<file path="config.mk">
export PLATFORM = sky130hd
export DESIGN_NAME = decode_stage_flat
export DESIGN_NICKNAME = d
export VERILOG_FILES = /design/src/rtl/decode_if.sv /design/src/rtl/decode_stage.sv /design/src/flat_wrapper.sv
export SDC_FILE = /design/constraint.sdc
export NUM_CORES = 1
export LEC_CHECK = 0
export ABC_AREA = 0
export ABC_CLOCK_PERIOD_IN_PS = 2050
export CAP_MARGIN = 5
export CORE_ASPECT_RATIO = 1.2
export CORE_MARGIN = 4
export CORE_UTILIZATION = 40
export DETAILED_ROUTE_END_ITERATION = 16
export PLACE_DENSITY = 0.72
export RECOVER_POWER = 50
export REMOVE_ABC_BUFFERS = 1
export SLEW_MARGIN = 20
export SYNTH_ARGS = -nofsm -noshare
export SYNTH_HDL_FRONTEND = slang
export SYNTH_SLANG_ARGS = --single-unit
</file>
<file path="constraint.sdc">
create_clock -name clk -period 2.05 [get_ports clk]
set_input_delay 0.205 -clock clk [delete_from_list [all_inputs] [get_ports clk]]
set_output_delay 0.205 -clock clk [all_outputs]
set_load 0.05 [all_outputs]
</file>
<file path="src/rtl/decode_if.sv">
// Handshake and decoded-field bundle between fetch, the decode stage and execute.
// The stage uses the slave modport; the fetch/execute side uses master.
interface decode_if;
    logic        InstrValid;
    logic [31:0] Instr;
    logic        InstrReady;
    logic        Flush;
    logic        OutValid;
    logic        OutReady;
    logic [10:0] Ctrl;
    logic [5:0]  Func;
    logic [4:0]  Rs;
    logic [4:0]  Rt;
    logic [4:0]  Rd;
    logic [15:0] Imm;
    logic        Illegal;
    logic        MulBusy;

    modport master (
        output InstrValid, Instr, Flush, OutReady,
        input  InstrReady, OutValid, Ctrl, Func, Rs, Rt, Rd, Imm, Illegal, MulBusy
    );

    modport slave (
        input  InstrValid, Instr, Flush, OutReady,
        output InstrReady, OutValid, Ctrl, Func, Rs, Rt, Rd, Imm, Illegal, MulBusy
    );
endinterface

</file>
<file path="src/rtl/decode_stage.sv">
// Registered MIPS decode stage: valid/ready pipeline register holding decoded control,
// with load-use interlock, HI/LO multiply busy tracking, flush and illegal-opcode flagging.
module decode_stage #(
    parameter int MUL_CYCLES = 4,
    parameter int CNT_W      = 3
) (
    input  logic     clk,
    input  logic     rst,
    decode_if.slave  bus
);

    // Ctrl = {RegDst,Branch,Jump,MemRead,MemtoReg,ALUOp,MULOp,Memwrite,ALUSrc,RegWrite,ShiftSel}
    localparam logic [10:0] C_REGDST   = 11'h400;
    localparam logic [10:0] C_BRANCH   = 11'h200;
    localparam logic [10:0] C_JUMP     = 11'h100;
    localparam logic [10:0] C_MEMREAD  = 11'h080;
    localparam logic [10:0] C_MEMTOREG = 11'h040;
    localparam logic [10:0] C_ALUOP    = 11'h020;
    localparam logic [10:0] C_MULOP    = 11'h010;
    localparam logic [10:0] C_MEMWRITE = 11'h008;
    localparam logic [10:0] C_ALUSRC   = 11'h004;
    localparam logic [10:0] C_REGWRITE = 11'h002;
    localparam logic [10:0] C_SHIFTSEL = 11'h001;
    localparam int          B_MEMREAD  = 7;

    localparam logic [5:0] OP_SPECIAL  = 6'h00;
    localparam logic [5:0] OP_SPECIAL2 = 6'h1C;
    localparam logic [5:0] OP_J        = 6'h02;
    localparam logic [5:0] OP_JAL      = 6'h03;
    localparam logic [5:0] OP_BEQ      = 6'h04;
    localparam logic [5:0] OP_BNE      = 6'h05;
    localparam logic [5:0] OP_LUI      = 6'h0F;
    localparam logic [5:0] OP_SB       = 6'h28;
    localparam logic [5:0] OP_SH       = 6'h29;
    localparam logic [5:0] OP_SW       = 6'h2B;

    localparam logic [5:0] F_ADD  = 6'h20;
    localparam logic [5:0] F_ADDU = 6'h21;
    localparam logic [5:0] F_SUB  = 6'h22;
    localparam logic [5:0] F_AND  = 6'h24;
    localparam logic [5:0] F_OR   = 6'h25;
    localparam logic [5:0] F_XOR  = 6'h26;
    localparam logic [5:0] F_SLT  = 6'h2A;
    localparam logic [5:0] F_SLTU = 6'h2B;
    localparam logic [5:0] F_JR   = 6'h08;

    localparam logic [CNT_W-1:0] CNT_LOAD = CNT_W'(MUL_CYCLES - 1);

    typedef struct packed {
        logic [10:0] ctrl;
        logic [5:0]  func;
        logic        illegal;
        logic        mul_class;
        logic        hilo_read;
    } dec_t;

    function automatic dec_t decode(input logic [31:0] instr);
        dec_t       d;
        logic [5:0] op;
        logic [5:0] fn;
        op = instr[31:26];
        fn = instr[5:0];
        d  = '0;
        case (op)
            OP_SPECIAL: begin
                case (fn)
                    6'h00, 6'h02, 6'h03, 6'h04, 6'h06, 6'h07,
                    6'h20, 6'h21, 6'h22, 6'h23, 6'h24, 6'h25,
                    6'h26, 6'h27, 6'h2A, 6'h2B: begin
                        d.ctrl = C_REGDST | C_ALUOP | C_REGWRITE;
                        d.func = fn;
                    end
                    6'h10, 6'h12: begin
                        d.ctrl      = C_REGDST | C_ALUOP | C_REGWRITE;
                        d.func      = fn;
                        d.hilo_read = 1'b1;
                    end
                    6'h11, 6'h13, 6'h18, 6'h19: begin
                        d.ctrl      = C_ALUOP;
                        d.func      = fn;
                        d.mul_class = 1'b1;
                    end
                    6'h08: begin
                        d.ctrl = C_JUMP;
                        d.func = F_JR;
                    end
                    6'h09: begin
                        d.ctrl = C_JUMP | C_REGDST | C_REGWRITE;
                        d.func = fn;
                    end
                    default: d.illegal = 1'b1;
                endcase
            end
            OP_SPECIAL2: begin
                case (fn)
                    6'h00, 6'h01, 6'h04, 6'h05: begin
                        d.ctrl      = C_MULOP;
                        d.func      = fn;
                        d.mul_class = 1'b1;
                    end
                    6'h02: begin
                        d.ctrl      = C_MULOP | C_REGDST | C_REGWRITE;
                        d.func      = fn;
                        d.mul_class = 1'b1;
                    end
                    default: d.illegal = 1'b1;
                endcase
            end
            6'h08: begin d.ctrl = C_ALUOP | C_ALUSRC | C_REGWRITE; d.func = F_ADD;  end
            6'h09: begin d.ctrl = C_ALUOP | C_ALUSRC | C_REGWRITE; d.func = F_ADDU; end
            6'h0A: begin d.ctrl = C_ALUOP | C_ALUSRC | C_REGWRITE; d.func = F_SLT;  end
            6'h0B: begin d.ctrl = C_ALUOP | C_ALUSRC | C_REGWRITE; d.func = F_SLTU; end
            6'h0C: begin d.ctrl = C_ALUOP | C_ALUSRC | C_REGWRITE; d.func = F_AND;  end
            6'h0D: begin d.ctrl = C_ALUOP | C_ALUSRC | C_REGWRITE; d.func = F_OR;   end
            6'h0E: begin d.ctrl = C_ALUOP | C_ALUSRC | C_REGWRITE; d.func = F_XOR;  end
            OP_LUI: begin
                d.ctrl = C_ALUOP | C_ALUSRC | C_REGWRITE | C_SHIFTSEL;
                d.func = F_ADD;
            end
            6'h20, 6'h21, 6'h23, 6'h24, 6'h25, 6'h30: begin
                d.ctrl = C_MEMREAD | C_MEMTOREG | C_ALUSRC | C_REGWRITE;
                d.func = F_ADD;
            end
            OP_SB, OP_SH, OP_SW: begin
                d.ctrl = C_MEMWRITE | C_ALUSRC;
                d.func = F_ADD;
            end
            OP_BEQ, OP_BNE, 6'h06, 6'h07: begin
                d.ctrl = C_BRANCH;
                d.func = F_SUB;
            end
            OP_J:    d.ctrl = C_JUMP;
            OP_JAL:  d.ctrl = C_JUMP | C_REGWRITE;
            default: d.illegal = 1'b1;
        endcase
        return d;
    endfunction

    logic             valid_reg;
    logic [10:0]      ctrl_reg;
    logic [5:0]       func_reg;
    logic [4:0]       rs_reg;
    logic [4:0]       rt_reg;
    logic [4:0]       rd_reg;
    logic [15:0]      imm_reg;
    logic             illegal_reg;
    logic             mul_reg;
    logic [CNT_W-1:0] cnt_reg;

    dec_t       in_dec;
    logic [5:0] in_op;
    logic [4:0] in_rs;
    logic [4:0] in_rt;
    logic       uses_rs;
    logic       uses_rt;
    logic       hazard;
    logic       mul_haz;
    logic       mul_busy;
    logic       instr_ready;
    logic       accept;
    logic       out_fire;

    assign mul_busy = (cnt_reg != '0);

    // A held load blocks any incoming instruction that reads its destination register.
    always_comb begin
        in_dec  = decode(bus.Instr);
        in_op   = bus.Instr[31:26];
        in_rs   = bus.Instr[25:21];
        in_rt   = bus.Instr[20:16];
        uses_rs = !((in_op == OP_J) || (in_op == OP_JAL) || (in_op == OP_LUI));
        uses_rt = (in_op == OP_SPECIAL) || (in_op == OP_SPECIAL2) ||
                  (in_op == OP_SB) || (in_op == OP_SH) || (in_op == OP_SW) ||
                  (in_op == OP_BEQ) || (in_op == OP_BNE);
        hazard  = valid_reg && ctrl_reg[B_MEMREAD] && (rt_reg != 5'd0) &&
                  ((uses_rs && (in_rs == rt_reg)) || (uses_rt && (in_rt == rt_reg)));
        mul_haz = mul_busy && (in_dec.mul_class || in_dec.hilo_read);
    end

    assign instr_ready = bus.Flush || (!hazard && !mul_haz && (!valid_reg || bus.OutReady));
    assign accept      = bus.InstrValid && instr_ready && !bus.Flush;
    assign out_fire    = valid_reg && bus.OutReady;

    always_ff @(posedge clk) begin
        if (rst) begin
            valid_reg   <= 1'b0;
            ctrl_reg    <= '0;
            func_reg    <= '0;
            rs_reg      <= '0;
            rt_reg      <= '0;
            rd_reg      <= '0;
            imm_reg     <= '0;
            illegal_reg <= 1'b0;
            mul_reg     <= 1'b0;
            cnt_reg     <= '0;
        end else begin
            // Flush wins over a same-cycle accept: the fetched word is consumed but dropped.
            if (bus.Flush) begin
                valid_reg <= 1'b0;
            end else if (accept) begin
                valid_reg   <= 1'b1;
                ctrl_reg    <= in_dec.ctrl;
                func_reg    <= in_dec.func;
                rs_reg      <= bus.Instr[25:21];
                rt_reg      <= bus.Instr[20:16];
                rd_reg      <= bus.Instr[15:11];
                imm_reg     <= bus.Instr[15:0];
                illegal_reg <= in_dec.illegal;
                mul_reg     <= in_dec.mul_class;
            end else if (out_fire) begin
                valid_reg <= 1'b0;
            end

            if (out_fire && mul_reg) begin
                cnt_reg <= CNT_LOAD;
            end else if (mul_busy) begin
                cnt_reg <= cnt_reg - CNT_W'(1);
            end
        end
    end

    assign bus.InstrReady = instr_ready;
    assign bus.OutValid   = valid_reg;
    assign bus.Ctrl       = ctrl_reg;
    assign bus.Func       = func_reg;
    assign bus.Rs         = rs_reg;
    assign bus.Rt         = rt_reg;
    assign bus.Rd         = rd_reg;
    assign bus.Imm        = imm_reg;
    assign bus.Illegal    = illegal_reg;
    assign bus.MulBusy    = mul_busy;

endmodule

</file>
<file path="src/flat_wrapper.sv">
// flat-port wrapper written by rule: the top's interface ports become plain ports
module decode_stage_flat 
#(
    parameter int MUL_CYCLES = 4,
    parameter int CNT_W      = 3
)
  (clk, rst, bus_InstrValid, bus_Instr, bus_Flush, bus_OutReady, bus_InstrReady, bus_OutValid, bus_Ctrl, bus_Func, bus_Rs, bus_Rt, bus_Rd, bus_Imm, bus_Illegal, bus_MulBusy);
  decode_if bus_i ();
  input  logic clk;
  input  logic rst;
  input wire logic [$bits(bus_i.InstrValid)-1:0] bus_InstrValid;
  input wire logic [$bits(bus_i.Instr)-1:0] bus_Instr;
  input wire logic [$bits(bus_i.Flush)-1:0] bus_Flush;
  input wire logic [$bits(bus_i.OutReady)-1:0] bus_OutReady;
  output wire logic [$bits(bus_i.InstrReady)-1:0] bus_InstrReady;
  output wire logic [$bits(bus_i.OutValid)-1:0] bus_OutValid;
  output wire logic [$bits(bus_i.Ctrl)-1:0] bus_Ctrl;
  output wire logic [$bits(bus_i.Func)-1:0] bus_Func;
  output wire logic [$bits(bus_i.Rs)-1:0] bus_Rs;
  output wire logic [$bits(bus_i.Rt)-1:0] bus_Rt;
  output wire logic [$bits(bus_i.Rd)-1:0] bus_Rd;
  output wire logic [$bits(bus_i.Imm)-1:0] bus_Imm;
  output wire logic [$bits(bus_i.Illegal)-1:0] bus_Illegal;
  output wire logic [$bits(bus_i.MulBusy)-1:0] bus_MulBusy;
  assign bus_i.InstrValid = bus_InstrValid;
  assign bus_i.Instr = bus_Instr;
  assign bus_i.Flush = bus_Flush;
  assign bus_i.OutReady = bus_OutReady;
  assign bus_InstrReady = bus_i.InstrReady;
  assign bus_OutValid = bus_i.OutValid;
  assign bus_Ctrl = bus_i.Ctrl;
  assign bus_Func = bus_i.Func;
  assign bus_Rs = bus_i.Rs;
  assign bus_Rt = bus_i.Rt;
  assign bus_Rd = bus_i.Rd;
  assign bus_Imm = bus_i.Imm;
  assign bus_Illegal = bus_i.Illegal;
  assign bus_MulBusy = bus_i.MulBusy;
  decode_stage #(.MUL_CYCLES(MUL_CYCLES), .CNT_W(CNT_W)) u_core (.clk(clk), .rst(rst), .bus(bus_i));
endmodule
</file>
==> results of run 1 <==
-- layer usage --
layer | vias to the layer above | track usage [%] | routed length, um
met5 | - | 0 | 0
met4 | 0 | 6.164 | 138
met3 | 13 | 3.038 | 484
met2 | 100 | 35.56 | 4215
met1 | 1399 | 25.28 | 3659
li1 | 1488 | - | -
-- cells by family (layout without fill, tap and decap cells) --
| kind of cell | after synthesis | after routing | share of synthesized area, % |
|---|---|---|---|
| simple gates | 114 | 114 | 23.03 |
| xor+xnor | 12 | 12 | 3.869 |
| flops | 48 | 48 | 35.38 |
| compound gates | 121 | 121 | 27.09 |
| mux | 2 | 2 | 0.7830 |
| buf+inv | 47 | 167 | 8.936 |
| fa+ha+maj | 2 | 2 | 0.9211 |
-- cells in the mapped netlist, drive strengths merged (5+ instances only) --
cell	instances	area (um2)
nand2	23	91.34
clkbuf	10	37.54
nor2	11	43.80
buf	30	178.9
xnor2	6	52.55
inv	6	22.52
nor3	11	60.06
xor2	6	52.55
nor2b	5	31.28
o21ai	39	202.7
a21oi	42	210.2
and2	6	37.54
dfxtp	48	960.9
a211oi	7	52.55
nand3	37	190.2
-- critical path, delay by kind of cell (launching register included) --
| family | cells | cell delay [ns] |
|---|---|---|
| AOI/OAI and AO/OA | 3 | 0.63 |
| and+or+nand+nor | 2 | 0.44 |
| DFF | 1 | 0.36 |
| buffers and inverters | 1 | 0.16 |
-- power groups by stage --
| stage | Clock, W | Combinational, W | Sequential [W] |
|---|---|---|---|
| after global routing | 0.000765 | 0.000923 | 0.00104 |
| after CTS | 0.000732 | 0.000862 | 0.00104 |
| after global placement | 0 | 0.000839 | 0.00106 |
| after detailed placement | 0 | 0.000852 | 0.00106 |
| after floorplan | 0 | 0.000332 | 0.00120 |
| final | 0.000723 | 0.000858 | 0.00104 |
-- worst max path at each step --
| stage | from | end | slack [ns] | cells after the start |
|---|---|---|---|---|
| 2_1_floorplan | u_core.bus.Rt[4]$_SDFFE_PP0P_ | bus_InstrReady | -1.01 | 6 |
| 3_3_place_gp | bus_Instr[28] | u_core.bus.Ctrl[1]$_SDFFE_PP0P_ | -0.38 | 8 |
| 3_5_place_dp | bus_Instr[31] | u_core.bus.Ctrl[1]$_SDFFE_PP0P_ | -0.46 | 8 |
| 4_1_cts | bus_Instr[3] | bus_InstrReady | -0.04 | 8 |
| 5_1_grt | u_core.bus.Rt[1]$_SDFFE_PP0P_ | bus_InstrReady | -0.11 | 6 |
| 6_report | u_core.bus.Rt[1]$_SDFFE_PP0P_ | bus_InstrReady | -0.04 | 6 |
-- repair_timing --
| item | in CTS | in global routing |
|---|---|---|
| gates cloned | 0 | 0 |
| endpoints found under the setup margin | 11 | 40 |
| buffers inserted | 3 | 3 |
| pin swaps | 5 | 2 |
| endpoints found under the hold margin | 0 | 0 |
| resized for setup | 16 | 6 |
-- cell type report --
cell class | instances | area (um2)
fill | 587 | 2337
multi-input combinational | 251 | 1572
timing repair buffer | 152 | 1401
sequential | 48 | 962.2
tap | 85 | 106.4
clock buffer | 6 | 82.58
clock inverter | 2 | 38.79
inverter | 7 | 26.28
-- metrics by stage --
step | power, W | hold WS [ns]
2_1_floorplan | 0.001532 | 0.2741
3_3_place_gp | 0.001896 | 0.4496
3_5_place_dp | 0.001911 | 0.4434
4_1_cts | 0.002631 | 0.2147
5_1_grt | 0.002733 | 0.2384
6_report | 0.002616 | 0.2163
==> flow_summary.html, run 1 <==
<table>
<tr><th>Metric</th><th>Value</th></tr>
<tr><th colspan="2">Clock tree</th></tr>
<tr><td>Clock-pin transition on the worst setup and hold timing paths</td><td>0.09 ns</td></tr>
<tr><td>Later-pin clock latency in the skew report</td><td>0.31 ns</td></tr>
<tr><td>Count of hold-fix buffers inserted at cts</td><td>0</td></tr>
<tr><td>H-tree depth reported by CTS</td><td>2</td></tr>
<tr><td>Buffer depth of the longest clock path</td><td>2</td></tr>
<tr><td>TritonCTS Sinks</td><td>48</td></tr>
<tr><td>Number of buffers added by the clock tree synthesis step</td><td>5</td></tr>
<tr><td>Root buffer cell</td><td>sky130_fd_sc_hd__clkbuf_8</td></tr>
<tr><td>TritonCTS clock tree</td><td>built</td></tr>
<tr><th colspan="2">Final layout</th></tr>
<tr><td>Number of nets in the finished design</td><td>504</td></tr>
<tr><td>Final cell utilization of the core</td><td>64.19%</td></tr>
<tr><td>Antenna Cells</td><td>0</td></tr>
<tr><td>Max FFs per register</td><td>15</td></tr>
<tr><td>Area of all placed cells without fillers</td><td>4189 um2</td></tr>
<tr><td>Signed area change from the synthesized netlist to the final layout</td><td>54.21%</td></tr>
<tr><td>Most frequent standard cell in the layout excluding fill and tap cells</td><td>sky130_fd_sc_hd__buf_4</td></tr>
<tr><td>Leading cell types in the layout, fill and taps excluded</td><td>58 x sky130_fd_sc_hd__buf_4, 47 x sky130_fd_sc_hd__dfxtp_1, 45 x sky130_fd_sc_hd__clkdlybuf4s50_1</td></tr>
<tr><td>Final instance count without filler cells</td><td>551</td></tr>
<tr><td>Fraction of final layout cells sized beyond drive strength 1</td><td>20.17%</td></tr>
<tr><th colspan="2">Timing</th></tr>
<tr><td>Tightest Pin Transition</td><td>0.5952 ns</td></tr>
<tr><td>Worst-case headroom to the max-slew limit</td><td>59.69%</td></tr>
<tr><td>RSZ-0062 raised after global routing</td><td>yes</td></tr>
<tr><td>Final critical-path setup slack</td><td>-0.03933 ns</td></tr>
<tr><td>Post-route setup TNS</td><td>-0.05583 ns</td></tr>
<tr><td>Slew Limit Fails</td><td>0</td></tr>
<tr><td>Share of the clock period used by the worst path</td><td>101.9%</td></tr>
<tr><td>Clock tree skew after final layout</td><td>0.01266 ns</td></tr>
<tr><td>Final period demand of the worst path</td><td>2.089 ns</td></tr>
<tr><td>Maximum achievable frequency</td><td>478.6 MHz</td></tr>
<tr><td>Hold violation total from the final report</td><td>0</td></tr>
<tr><td>Count of final setup violators</td><td>2</td></tr>
<tr><th colspan="2">Job</th></tr>
<tr><td># Max-Cap Violations</td><td>0</td></tr>
<tr><th colspan="2">Critical path</th></tr>
<tr><td>Crit path largest cell delay</td><td>0.37 ns</td></tr>
<tr><td>Worst-case register-to-register setup slack</td><td>-0.02 ns</td></tr>
<tr><td>Maximum net fanout on the critical path</td><td>5</td></tr>
<tr><td>Worst R2R End</td><td>u_core.bus.Ctrl[7]$_SDFFE_PP0P_</td></tr>
<tr><td>Worst setup path class</td><td>reg2out</td></tr>
<tr><td>Slowest-stage cell, CP</td><td>sky130_fd_sc_hd__o311a_1</td></tr>
<tr><td>Arrival time of the worst setup path</td><td>1.88 ns</td></tr>
<tr><td>Type of element capturing the critical path</td><td>output pin</td></tr>
<tr><td>Critical Path, Cell by Cell</td><td>or3_1 &gt; o311a_1 &gt; o21ai_4 &gt; nand2_1 &gt; o21bai_2 &gt; buf_12</td></tr>
<tr><td>Startpoint type of the worst setup path</td><td>register</td></tr>
<tr><td>Required @ worst endpoint</td><td>1.85 ns</td></tr>
<tr><td>Source of the worst register-to-register timing path</td><td>u_core.bus.Rt[1]$_SDFFE_PP0P_</td></tr>
<tr><td>Worst-case reg-to-reg path depth</td><td>7</td></tr>
<tr><th colspan="2">Synthesis</th></tr>
<tr><td>Post-synthesis cell area</td><td>2716 um2</td></tr>
<tr><td>Number of flip-flops and latches in the synthesized netlist</td><td>48</td></tr>
<tr><td>Sequential element share of the synthesized area</td><td>35.38%</td></tr>
<tr><td>Mean cell area of the mapped netlist</td><td>7.851 um2</td></tr>
<tr><td>Instance count of the mapped netlist</td><td>346</td></tr>
<tr><td>Distinct cells, synth</td><td>62</td></tr>
<tr><td>Fraction of synthesis flops using an asynchronous set or reset pin</td><td>0%</td></tr>
<tr><td>Yosys Warn Count</td><td>0</td></tr>
<tr><td>Most used flip-flop cell after synthesis</td><td>sky130_fd_sc_hd__dfxtp_1</td></tr>
<tr><td>Count of flip-flops with a built-in enable after synthesis</td><td>0</td></tr>
<tr><th colspan="2">Outcome</th></tr>
<tr><td>Failing checks</td><td>setup timing</td></tr>
<tr><td>Status</td><td>complete, but fails checks</td></tr>
<tr><th colspan="2">Min path</th></tr>
<tr><td>Worst hold start</td><td>rst</td></tr>
<tr><td>Cell count of the worst hold path</td><td>2</td></tr>
<tr><td>Class of the most critical hold timing path</td><td>in2reg</td></tr>
<tr><td>WHS Endpoint</td><td>u_core.cnt_reg[0]$_SDFFE_PP0P_</td></tr>
<tr><th colspan="2">GRT</th></tr>
<tr><td>Wire length of the first global-routing pass</td><td>13.71 mm</td></tr>
<tr><td>GRT Resource Usage Total</td><td>20.18%</td></tr>
<tr><td>Maximum number of pins on one net before global-route repair</td><td>37</td></tr>
<tr><td>Via count of the first global-routing pass</td><td>2801</td></tr>
<tr><td>Initial antenna violation count</td><td>0</td></tr>
<tr><td>Total global routing overflow</td><td>0</td></tr>
<tr><th colspan="2">Placed design</th></tr>
<tr><td>Worst setup slack before clock tree synthesis</td><td>-0.4591 ns</td></tr>
<tr><td>Global placement routability congestion</td><td>0.8380</td></tr>
<tr><td>Cell area reported after detailed placement</td><td>3958 um2</td></tr>
<tr><td>Post-Place Cells</td><td>538</td></tr>
<tr><td>Total half-perimeter wirelength after legalization and detailed placement</td><td>6.534 mm</td></tr>
<tr><td>Number of buffers inserted by port buffering</td><td>88</td></tr>
<tr><th colspan="2">Die</th></tr>
<tr><td>Number of standard-cell rows in the floorplan</td><td>32</td></tr>
<tr><td>Placeable core region</td><td>6526 um2</td></tr>
<tr><td>Die extent in y</td><td>98.27 um</td></tr>
<tr><td>Effective utilization at floorplan</td><td>41.62%</td></tr>
<tr><td>Die outline width</td><td>83.23 um</td></tr>
<tr><td>Top Ports</td><td>89</td></tr>
<tr><td>Area enclosed by the die boundary</td><td>8179 um2</td></tr>
<tr><th colspan="2">Routing</th></tr>
<tr><td>Routed length per instance</td><td>15.42 um</td></tr>
<tr><td>Detailed Route WL</td><td>8.497 mm</td></tr>
<tr><td>Via count</td><td>3000</td></tr>
<tr><td>Per-cell via count in the routed design</td><td>5.445</td></tr>
<tr><td>Post-route DRC violation count</td><td>0</td></tr>
<tr><td>Number of violations reported at the end of detailed-routing iteration 0</td><td>144</td></tr>
<tr><td>TritonRoute pass-1 iters</td><td>4</td></tr>
<tr><td>Post-detailed-route count of antenna-violating nets</td><td>0</td></tr>
<tr><th colspan="2">Power</th></tr>
<tr><td>Power per standard cell area</td><td>624.4 nW/um2</td></tr>
<tr><td>Switching component of the power</td><td>0.0008731 W</td></tr>
<tr><td>Clk network pwr share</td><td>27.6%</td></tr>
<tr><td>Internal power</td><td>0.001743 W</td></tr>
<tr><td>Reg power frac</td><td>39.6%</td></tr>
<tr><td>Relative contribution of combinational cells to total power</td><td>32.8%</td></tr>
<tr><td>Max IR drop VDD</td><td>0.3807 mV</td></tr>
<tr><td>Static power due to leakage</td><td>1.673 nW</td></tr>
<tr><td>Switching Share</td><td>33.38%</td></tr>
</table>
No activity file was read; power rests on OpenSTA's default activity.
==> inputs of run 2 (changes only) <==
--- a/config.mk
+++ b/config.mk
@@ -6,12 +6,13 @@
 export NUM_CORES = 1
 export LEC_CHECK = 0
 export ABC_AREA = 0
-export ABC_CLOCK_PERIOD_IN_PS = 2050
+export ABC_CLOCK_PERIOD_IN_PS = 2700
 export CAP_MARGIN = 5
 export CORE_ASPECT_RATIO = 1.2
 export CORE_MARGIN = 4
 export CORE_UTILIZATION = 40
 export DETAILED_ROUTE_END_ITERATION = 16
+export GPL_ROUTABILITY_DRIVEN = 0
 export PLACE_DENSITY = 0.72
 export RECOVER_POWER = 50
 export REMOVE_ABC_BUFFERS = 1
==> constraint.sdc (replaced) <==
create_clock -name clk -period 2.7 [get_ports clk]
set_input_delay 0.27 -clock clk [delete_from_list [all_inputs] [get_ports clk]]
set_output_delay 0.27 -clock clk [all_outputs]
set_load 0.05 [all_outputs]
==> run 2 against run 1 <==
Against the previous run:
- the run now ends clean
- register-to-register slack improved by 0.78 ns
- die area did not move
- combinational power fell by 30%
- worst hold slack improved by 0.16 ns
- critical endpoint unchanged
==> flow_summary.html, run 2 (synthesis results as in run 1) <==
<table>
<tr><th>Metric</th><th>Value</th></tr>
<tr><th colspan="2">Critical path</th></tr>
<tr><td>Critical Path, Cell by Cell</td><td>clkdlybuf4s50_1 &gt; buf_4 &gt; nor2_1 &gt; nand3_1 &gt; and4_1 &gt; o21ai_2 &gt; nand2_1 &gt; o21bai_2 &gt; buf_12</td></tr>
<tr><td>Startpoint type of the worst setup path</td><td>primary input</td></tr>
<tr><td>Worst-case reg-to-reg path depth</td><td>6 (-1)</td></tr>
<tr><td>Arrival time of the worst setup path</td><td>2.27 ns (+0.39 ns)</td></tr>
<tr><td>Slowest-stage cell, CP</td><td>sky130_fd_sc_hd__clkdlybuf4s50_1</td></tr>
<tr><td>Category of cells accounting for the largest share of critical-path delay</td><td>buffers and inverters</td></tr>
<tr><td>Type of element capturing the critical path</td><td>output pin</td></tr>
<tr><td>Required @ worst endpoint</td><td>2.43 ns (+0.58 ns)</td></tr>
<tr><td>Crit path buf inv count</td><td>3 (+2)</td></tr>
<tr><td>Crit path largest cell delay</td><td>0.49 ns (+0.12 ns)</td></tr>
<tr><td>WP depth</td><td>9 (+3)</td></tr>
<tr><td>Maximum net fanout on the critical path</td><td>11 (+6)</td></tr>
<tr><td>Worst setup path class</td><td>in2out</td></tr>
<tr><th colspan="2">Die</th></tr>
<tr><td>Area enclosed by the die boundary</td><td>8179 um2 (unchanged)</td></tr>
<tr><td>Number of standard-cell rows in the floorplan</td><td>32 (unchanged)</td></tr>
<tr><td>Die extent in y</td><td>98.27 um (unchanged)</td></tr>
<tr><td>Placeable core region</td><td>6526 um2 (unchanged)</td></tr>
<tr><td>Effective utilization at floorplan</td><td>41.62% (unchanged)</td></tr>
<tr><td>Die outline width</td><td>83.23 um (unchanged)</td></tr>
<tr><td>Top Ports</td><td>89 (unchanged)</td></tr>
<tr><th colspan="2">Clock tree</th></tr>
<tr><td>Clock-pin transition on the worst setup and hold timing paths</td><td>0.09 ns (about the same)</td></tr>
<tr><td>Buffer depth of the longest clock path</td><td>2 (unchanged)</td></tr>
<tr><td>TritonCTS Sinks</td><td>48 (unchanged)</td></tr>
<tr><td>TritonCTS clock tree</td><td>built</td></tr>
<tr><td>Later-pin clock latency in the skew report</td><td>0.30 ns (about the same)</td></tr>
<tr><td>Root buffer cell</td><td>sky130_fd_sc_hd__clkbuf_8</td></tr>
<tr><td>H-tree depth reported by CTS</td><td>2 (unchanged)</td></tr>
<tr><td>Number of buffers added by the clock tree synthesis step</td><td>5 (unchanged)</td></tr>
<tr><td>Post CTS Setup Buffer Count</td><td>0 (-3)</td></tr>
<tr><th colspan="2">GRT</th></tr>
<tr><td>Initial antenna violation count</td><td>0 (unchanged)</td></tr>
<tr><td>Maximum number of pins on one net before global-route repair</td><td>33 (-11%)</td></tr>
<tr><td>Via count of the first global-routing pass</td><td>2669 (-4.7%)</td></tr>
<tr><td>GRT Resource Usage Total</td><td>18.91% (-1.3 points)</td></tr>
<tr><td>Wire length of the first global-routing pass</td><td>12.99 mm (-5.2%)</td></tr>
<tr><td>Total global routing overflow</td><td>0 (unchanged)</td></tr>
<tr><th colspan="2">Power</th></tr>
<tr><td>Static power due to leakage</td><td>1.467 nW (-12%)</td></tr>
<tr><td>Power per standard cell area</td><td>501.1 nW/um2 (-20%)</td></tr>
<tr><td>Max IR drop VDD</td><td>0.3158 mV (-17%)</td></tr>
<tr><th colspan="2">Placed design</th></tr>
<tr><td>Number of buffers inserted by port buffering</td><td>88 (unchanged)</td></tr>
<tr><td>Total half-perimeter wirelength after legalization and detailed placement</td><td>5.985 mm (-8.4%)</td></tr>
<tr><td>Post-Place Cells</td><td>499 (-7.2%)</td></tr>
<tr><th colspan="2">Routing</th></tr>
<tr><td>Post-detailed-route count of antenna-violating nets</td><td>0 (unchanged)</td></tr>
<tr><td>TritonRoute pass-1 iters</td><td>6 (+2)</td></tr>
<tr><td>Via count</td><td>2856 (-4.8%)</td></tr>
<tr><td>Post-route DRC violation count</td><td>0 (unchanged)</td></tr>
<tr><td>Routed length per instance</td><td>15.51 um (+0.57%)</td></tr>
<tr><td>Number of violations reported at the end of detailed-routing iteration 0</td><td>136 (-5.6%)</td></tr>
<tr><td>Detailed Route WL</td><td>7.863 mm (-7.5%)</td></tr>
<tr><td>Per-cell via count in the routed design</td><td>5.633 (+3.5%)</td></tr>
<tr><th colspan="2">Timing</th></tr>
<tr><td>Count of final setup violators</td><td>0 (-2)</td></tr>
<tr><td>Slew Limit Fails</td><td>0 (unchanged)</td></tr>
<tr><td>Tightest Pin Transition</td><td>0.6807 ns (+0.08546 ns)</td></tr>
<tr><td>Worst-case headroom to the max-slew limit</td><td>53.90% (-5.8 points)</td></tr>
<tr><td>RSZ-0062 raised after global routing</td><td>no</td></tr>
<tr><td>Hold violation total from the final report</td><td>0 (unchanged)</td></tr>
<tr><td>Final period demand of the worst path</td><td>2.540 ns</td></tr>
<tr><td>Maximum achievable frequency</td><td>393.7 MHz</td></tr>
<tr><td>Share of the clock period used by the worst path</td><td>94.08%</td></tr>
<tr><td>Clock tree skew after final layout</td><td>0.005401 ns (-0.007258 ns)</td></tr>
<tr><th colspan="2">Final layout</th></tr>
<tr><td>Final instance count without filler cells</td><td>507 (-8.0%)</td></tr>
<tr><td>Final cell utilization of the core</td><td>58.09% (-6.1 points)</td></tr>
<tr><td>Fraction of final layout cells sized beyond drive strength 1</td><td>10.19% (-10 points)</td></tr>
<tr><td>Most frequent standard cell in the layout excluding fill and tap cells</td><td>sky130_fd_sc_hd__dfxtp_1</td></tr>
<tr><td>Max FFs per register</td><td>15 (unchanged)</td></tr>
<tr><td>Antenna Cells</td><td>0 (unchanged)</td></tr>
<tr><td>Number of nets in the finished design</td><td>460 (-8.7%)</td></tr>
<tr><td>Signed area change from the synthesized netlist to the final layout</td><td>39.57%</td></tr>
<tr><td>Leading cell types in the layout, fill and taps excluded</td><td>48 x sky130_fd_sc_hd__dfxtp_1, 47 x sky130_fd_sc_hd__dlygate4sd3_1, 42 x sky130_fd_sc_hd__a21oi_1</td></tr>
<tr><th colspan="2">Outcome</th></tr>
<tr><td>Status</td><td>finished clean</td></tr>
<tr><th colspan="2">Min path</th></tr>
<tr><td>Class of the most critical hold timing path</td><td>in2reg</td></tr>
<tr><td>Cell count of the worst hold path</td><td>2 (unchanged)</td></tr>
<tr><th colspan="2">Job</th></tr>
<tr><td># Max-Cap Violations</td><td>0 (unchanged)</td></tr>
</table>
==> run 2: cell types whose count changed in the layout (fill, tap and decap cells not counted), moves of 5 or more <==
cell	delta
sky130_fd_sc_hd__buf_4	-41
sky130_fd_sc_hd__buf_6	-5
sky130_fd_sc_hd__clkdlybuf4s50_1	-6
sky130_fd_sc_hd__dlygate4sd2_1	-5
sky130_fd_sc_hd__dlygate4sd3_1	+12
==> run 2: power by group <==
| group | switching, W | internal [W] |
|---|---|---|
| Clock | 0.000234 | 0.000275 |
| Sequential | 0.0000292 | 0.000758 |
| Combinational | 0.000369 | 0.000234 |
==> run 2: final timing paths <==
path	from	endpoint	slack, ns
max	bus_Instr[29]	bus_InstrReady	0.16
min	rst	u_core.bus.Rs[2]$_SDFFE_PP0P_	0.38
max reg2reg	u_core.bus.Rt[0]$_SDFFE_PP0P_	u_core.bus.Ctrl[1]$_SDFFE_PP0P_	0.76
min reg2reg	u_core.bus.Func[0]$_SDFFE_PP0P_	u_core.bus.Func[0]$_SDFFE_PP0P_	0.47
==> run 2: what timing repair did <==
item                                    CTS  global route
endpoints found under the setup margin    0             1
hold buffers                              0             0
gates resized for setup                   0             1
==> run 2: area by class of cell <==
| cell class | count | area, um2 |
|---|---|---|
| Fill cell | 624 | 2735 |
| Multi-Input combinational cell | 251 | 1516 |
| Timing Repair Buffer | 108 | 1074 |
| Sequential cell | 48 | 960.9 |
| Tap cell | 85 | 106.4 |
| Clock buffer | 6 | 72.57 |
| Clock inverter | 2 | 35.03 |
| Inverter | 7 | 26.28 |
==> run 2: metal layers <==
metal  global-route usage (%)  routed length, um  vias to the layer above
met5                        0                  0                        -
met4                    6.289                142                        0
met3                    3.713                487                       13
met2                    32.72               3900                       97
met1                    23.42               3332                     1344
li1                         -                  -                     1402
==> run 2: stage by stage <==
| step | setup WS (ns) | cell area [um2] | TNS (ns) | power, W | hold slack [ns] |
|---|---|---|---|---|---|
| CTS | 0.08754 | 3787 | 0 | 0.001925 | 0.3881 |
| global route | 0.01456 | 3791 | 0 | 0.001995 | 0.3980 |
| finish | 0.1597 | 3791 | 0 | 0.001900 | 0.3803 |
| global placement | 0.1161 | 3680 | 0 | 0.001404 | 0.4496 |
| floorplan | -0.4269 | 2500 | -0.4269 | 0.001163 | 0.3391 |
| detailed placement | 0.09382 | 3680 | 0 | 0.001418 | 0.4561 |
==> run 2: worst reg2reg max path, delay by kind of cell (launching register included) <==
family	cells	cell delay (ns)
and+or+nand+nor	2	0.64
AOI/OAI and AO/OA	3	0.53
DFF	1	0.37
buffers and inverters	1	0.28
